<file path="config.mk">
export PLATFORM = sky130hd
export DESIGN_NAME = board_view_ctrl
export DESIGN_NICKNAME = d
export VERILOG_FILES = /design/src/rtl/board_view_ctrl.sv
export SDC_FILE = /design/constraint.sdc
export NUM_CORES = 1
export LEC_CHECK = 0
export CORE_UTILIZATION = 40
export DETAILED_ROUTE_END_ITERATION = 8
export PLACE_DENSITY_LB_ADDON = 0.1
export SLEW_MARGIN = 15
export SYNTH_ARGS = -nofsm -noshare
export SYNTH_HDL_FRONTEND = slang
export SYNTH_SLANG_ARGS = --single-unit
</file>
<file path="constraint.sdc">
create_clock -name clk -period 2.1 [get_ports clk]
set_input_delay 0.63 -clock clk [delete_from_list [all_inputs] [get_ports clk]]
set_output_delay 0.63 -clock clk [all_outputs]
set_load 0.005 [all_outputs]
</file>
<file path="src/rtl/board_view_ctrl.sv">
// Board orientation owner: schedules delayed/manual flips and arbitrates a shared
// coordinate-translation unit between the cursor (0) and renderer (1) paths.
module board_view_ctrl #(
   parameter int unsigned FLIP_DELAY = 8,
   parameter int unsigned CNT_W      = (FLIP_DELAY > 0) ? $clog2(FLIP_DELAY + 1) : 1
) (
   input  logic       clk,
   input  logic       rst_n,
   input  logic       move_done_i,
   input  logic       auto_flip_en_i,
   input  logic       manual_flip_i,
   input  logic [1:0] req_i,
   input  logic [2:0] req_x0_i,
   input  logic [2:0] req_y0_i,
   input  logic [2:0] req_x1_i,
   input  logic [2:0] req_y1_i,
   output logic [1:0] gnt_o,
   output logic       rsp_valid_o,
   output logic       rsp_id_o,
   output logic [2:0] rsp_x_o,
   output logic [2:0] rsp_y_o,
   output logic       flipped_o,
   output logic       flip_pending_o
);

   typedef enum logic [1:0] {StIdle, StHold, StFlip} state_e;

   state_e           state_q, state_d;
   logic [CNT_W-1:0] cnt_q, cnt_d;
   logic             flipped_q, flipped_d;
   logic             rr_q, rr_d;
   logic             rsp_valid_q, rsp_valid_d;
   logic             rsp_id_q, rsp_id_d;
   logic [2:0]       rsp_x_q, rsp_x_d;
   logic [2:0]       rsp_y_q, rsp_y_d;
   logic [1:0]       gnt;
   logic [2:0]       sel_x, sel_y;

   always_comb begin
      state_d   = state_q;
      cnt_d     = cnt_q;
      flipped_d = flipped_q;
      unique case (state_q)
         StIdle: begin
            // manual_flip takes priority so a coincident move_done yields one toggle, no hold
            if (manual_flip_i) begin
               state_d = StFlip;
            end else if (move_done_i && auto_flip_en_i) begin
               if (FLIP_DELAY == 0) begin
                  state_d = StFlip;
               end else begin
                  state_d = StHold;
                  cnt_d   = CNT_W'(FLIP_DELAY - 1);
               end
            end
         end
         StHold: begin
            if (manual_flip_i || (cnt_q == '0)) begin
               state_d = StFlip;
            end else begin
               cnt_d = cnt_q - 1'b1;
            end
         end
         StFlip: begin
            flipped_d = ~flipped_q;
            cnt_d     = '0;
            state_d   = StIdle;
         end
         default: state_d = StIdle;
      endcase
   end

   // No grants during the flip cycle so no response straddles an orientation change
   always_comb begin
      gnt = 2'b00;
      if (state_q != StFlip) begin
         unique case (req_i)
            2'b01:   gnt = 2'b01;
            2'b10:   gnt = 2'b10;
            2'b11:   gnt = rr_q ? 2'b10 : 2'b01;
            default: gnt = 2'b00;
         endcase
      end
   end

   always_comb begin
      sel_x       = gnt[1] ? req_x1_i : req_x0_i;
      sel_y       = gnt[1] ? req_y1_i : req_y0_i;
      rr_d        = rr_q;
      rsp_valid_d = |gnt;
      rsp_id_d    = rsp_id_q;
      rsp_x_d     = rsp_x_q;
      rsp_y_d     = rsp_y_q;
      if (|gnt) begin
         rr_d     = gnt[0];
         rsp_id_d = gnt[1];
         rsp_x_d  = flipped_q ? ~sel_x : sel_x;
         rsp_y_d  = flipped_q ? ~sel_y : sel_y;
      end
   end

   always_ff @(posedge clk or negedge rst_n) begin
      if (!rst_n) begin
         state_q     <= StIdle;
         cnt_q       <= '0;
         flipped_q   <= 1'b0;
         rr_q        <= 1'b0;
         rsp_valid_q <= 1'b0;
         rsp_id_q    <= 1'b0;
         rsp_x_q     <= 3'd0;
         rsp_y_q     <= 3'd0;
      end else begin
         state_q     <= state_d;
         cnt_q       <= cnt_d;
         flipped_q   <= flipped_d;
         rr_q        <= rr_d;
         rsp_valid_q <= rsp_valid_d;
         rsp_id_q    <= rsp_id_d;
         rsp_x_q     <= rsp_x_d;
         rsp_y_q     <= rsp_y_d;
      end
   end

   assign gnt_o          = gnt;
   assign rsp_valid_o    = rsp_valid_q;
   assign rsp_id_o       = rsp_id_q;
   assign rsp_x_o        = rsp_x_q;
   assign rsp_y_o        = rsp_y_q;
   assign flipped_o      = flipped_q;
   assign flip_pending_o = (state_q != StIdle);

endmodule
</file>
==> results.toml <==
[global_routing]
grt_max_degree = 17
grt_use_met2_pct = 37.97
grt_usage_pct = 21.47
grt_pass1_vias = 989
use_met1_pct = 26.31
grt.overflow.total = 0
busiest_layer = "met2"
grt_pass1_wl_um = 4284
met3_usage_pct = 5.217
antenna_found_initial = 0

[setup_path]
crit_type = "reg2out"
crit_buf_inv = 2
crit_path_end_kind = "primary output"
ff2ff_path_depth = 9
crit_path_cell_trace = "inv_2 -> ha_4 -> nand2b_1 -> nor2_1 -> clkdlybuf4s15_1"
cp.required_ns = 1.47
cpLargestDelayFamily = "flip-flops"
regToRegSetupSlack_ns = 0.14
critPathArrivalTime_ns = 1.39
cp.depth = 5
startpoint_type = "flop"
path_max_fanout = 5
cp_slowest_cell = "dfrtp_1"
max_stage_delay_ns = 0.38

[outcome]
status = "completed"

[die]
dieWidth_um = 52.31
fp.coreArea_um2 = 2297
fp.dieH_um = 52.31
io-pin-count = 31
dieArea_um2 = 2736
core.rowCount = 17
initial_utilization_pct = 44.06

[timing]
setup-violations-final = 0
fin_crit_sh_pct = 96.42
tightest_slew_ns = 0.3810
fin_crit_ns = 2.025
slew_viol_final = 0
setup_ws_ns = 0.07509
rsz0062_at_grt = "no"
max_freq_mhz = 493.8
max_slew_margin_pct = 74.60
finClkSkew_ns = 0.001493
final_hold_viol_count = 0

[clocking]
cts_buffer_depth = 2
cts_tree = "built"
clock-sinks = 16
htree_levels = 1
numCtsBuffers = 3
cts_root_buf = "clkbuf_4"
clk_latency_ns = 0.29
clkSlewWorstSetupHoldPaths_ns = 0.10
postCtsHoldBufs = 0

[synth]
synth_area_leaders = "dfrtp_1 (40%), a211o_1 (5.2%), ha_1 (4.9%), inv_1 (4.1%), nand3_1 (4.0%)"
synth_seq_area_share_pct = 39.56
synth_edf_count = 0
synth_most_common_cell = "dfrtp_1"
netlist-cell-type-count = 30
syn_area_per_cell_um2 = 9.460
synth-seq-cells = 16
syn_inst = 107
async_flop_share_pct = 100.0
synthDominantCellAreaShare_pct = 39.56
synth_top_cell_by_area = "dfrtp_1"
synth_warnings = 0
syn_nets = 130
synth_area_um2 = 1012
synth_common_cells = "dfrtp_1 (16), inv_1 (11), nor2_1 (9)"
synth-main-ff-cell = "dfrtp_1"

[placement]
io_buffers = 30
gp_routability_congestion = 0.7476
dpl_cell_area_um2 = 1449
dp_slack_ns = -0.4548
placed_cells = 179
detailed_place_hpwl_um = 1908

[final_layout]
antenna-diode-count = 0
drive_above_1_share_pct = 21.02
fin_cells = 185
final_nets = 181
final_area_um2 = 1520
fillers = 202
area_delta_synth_final_pct = 50.19

[routing]
dr.pass1.iters = 4
drt-total-wl_um = 2581
wl_per_cell_um = 13.95
drc = 0
vias = 1002
antenna_left = 0
avgViaCountPerCell = 5.416
drt_iter0_drc = 16

[pwr]
power_leakage_nw = 0.7221
p_total_mw = 1.854
vdd_drop_max_mv = 0.8089
p_per_area_nw_per_um2 = 1220

[worst_hold_path]
hold_path.class = "reg2reg"
holdPathStages = 1

[flow_run]
maxCapViolations = 0
## final cells by class
type | count | area, um^2 | share of cell area, %
repair buffers | 48 | 426.7 | 28.07
multi-input cells | 78 | 580.6 | 38.19
well taps | 28 | 35.03 | 2.305
flip-flops and latches | 16 | 400.4 | 26.34
clock buffers | 4 | 36.28 | 2.387
inverters | 11 | 41.29 | 2.716
## final timing paths
| kind | start | end |
|---|---|---|
| min | rsp_x_o[0] | rsp_x_o[0] |
| min reg2reg | rsp_x_o[0] | rsp_x_o[0] |
| max reg2reg | state_q[1] | cnt_q[2] |
| max | state_q[0] | gnt_o[1] |
| max in group asynchronous | rst_n | rsp_x_o[0] |
| min in group asynchronous | rst_n | state_q[0] |
## sequential cells by signal (all words and copies together), names as in the netlist
name,cells
cnt_q,4
flipped_o,1
rr_q,1
rsp_id_o,1
rsp_valid_o,1
rsp_x_o,3
rsp_y_o,3
state_q,2
## layer usage
layer,up-vias,part of all wire (%)
li1,488,-
met1,486,45
met2,26,51
met3,2,4.1
met4,0,0.54
met5,-,0
## report_power, final
part | total (mW) | internal, mW | leakage (nW) | switching, mW
clock network | 0.214 | 0.106 | 0.0210 | 0.108
registers | 0.556 | 0.448 | 0.194 | 0.108
logic | 1.08 | 0.620 | 0.507 | 0.464
total | 1.85 | 1.17 | 0.722 | 0.680
## per-stage QoR
step	hold slack, ns	TNS [ns]	utilization, %
global placement	0.4725	-0.8538	63.07
finish	0.5003	0	66.18
CTS	0.5050	0	66.34
detailed placement	0.4779	-1.147	63.07
floorplan	0.3344	0	-
global route	0.5236	0	66.18
## logic make-up (layout without fill, tap and decap cells)
kind of cell             after synthesis  in the layout  share of synthesized area, %
multiplexers                           1              1                        0.9889
AND/OR/NAND/NOR                       39             39                         22.99
adder cells (fa/ha/maj)                4              4                         4.945
XOR/XNOR                               1              1                        0.8654
AO/OA/AOI/OAI                         33             33                         24.72
buffers and inverters                 13             63                         5.933
flip-flops                            16             16                         39.55
## what timing repair did
action | CTS | global route
gates resized for setup | 14 | 2
hold endpoints to repair | 0 | 0
setup buffers | 2 | 0
setup endpoints to repair | 3 | 2
## layout by cell type, fill, tap and decap left out
master	synthesis	layout
o22ai_1	2	2
and2b_1	2	2
a211o_1	6	6
nand2b_1	5	5
clkbuf_2	0	1
a21boi_1	1	1
nand4b_1	1	1
nor4bb_2	1	1
nor3_1	1	1
a21oi_2	0	1
nand4b_4	1	1
a21boi_0	5	5
nand3_1	8	8
dfrtp_1	16	16
o21bai_2	1	1
a21oi_1	5	4
inv_1	11	8
a31oi_1	1	1
a221oi_4	1	1
o21ai_0	7	7
nor2_1	9	9
o22a_1	2	2
ha_4	0	2
clkbuf_4	0	3
clkdlybuf4s15_1	0	1
nor4_1	1	1
clkbuf_8	0	1
a31o_1	1	1
nand2_1	4	4
xor2_1	1	1
o311a_1	1	1
ha_1	4	2
and3_1	6	6
inv_2	0	3
clkdlybuf4s50_1	0	25
buf_4	1	18
mux2i_1	1	1
dlygate4sd2_1	0	3
Power figures use the tool's default switching activity.
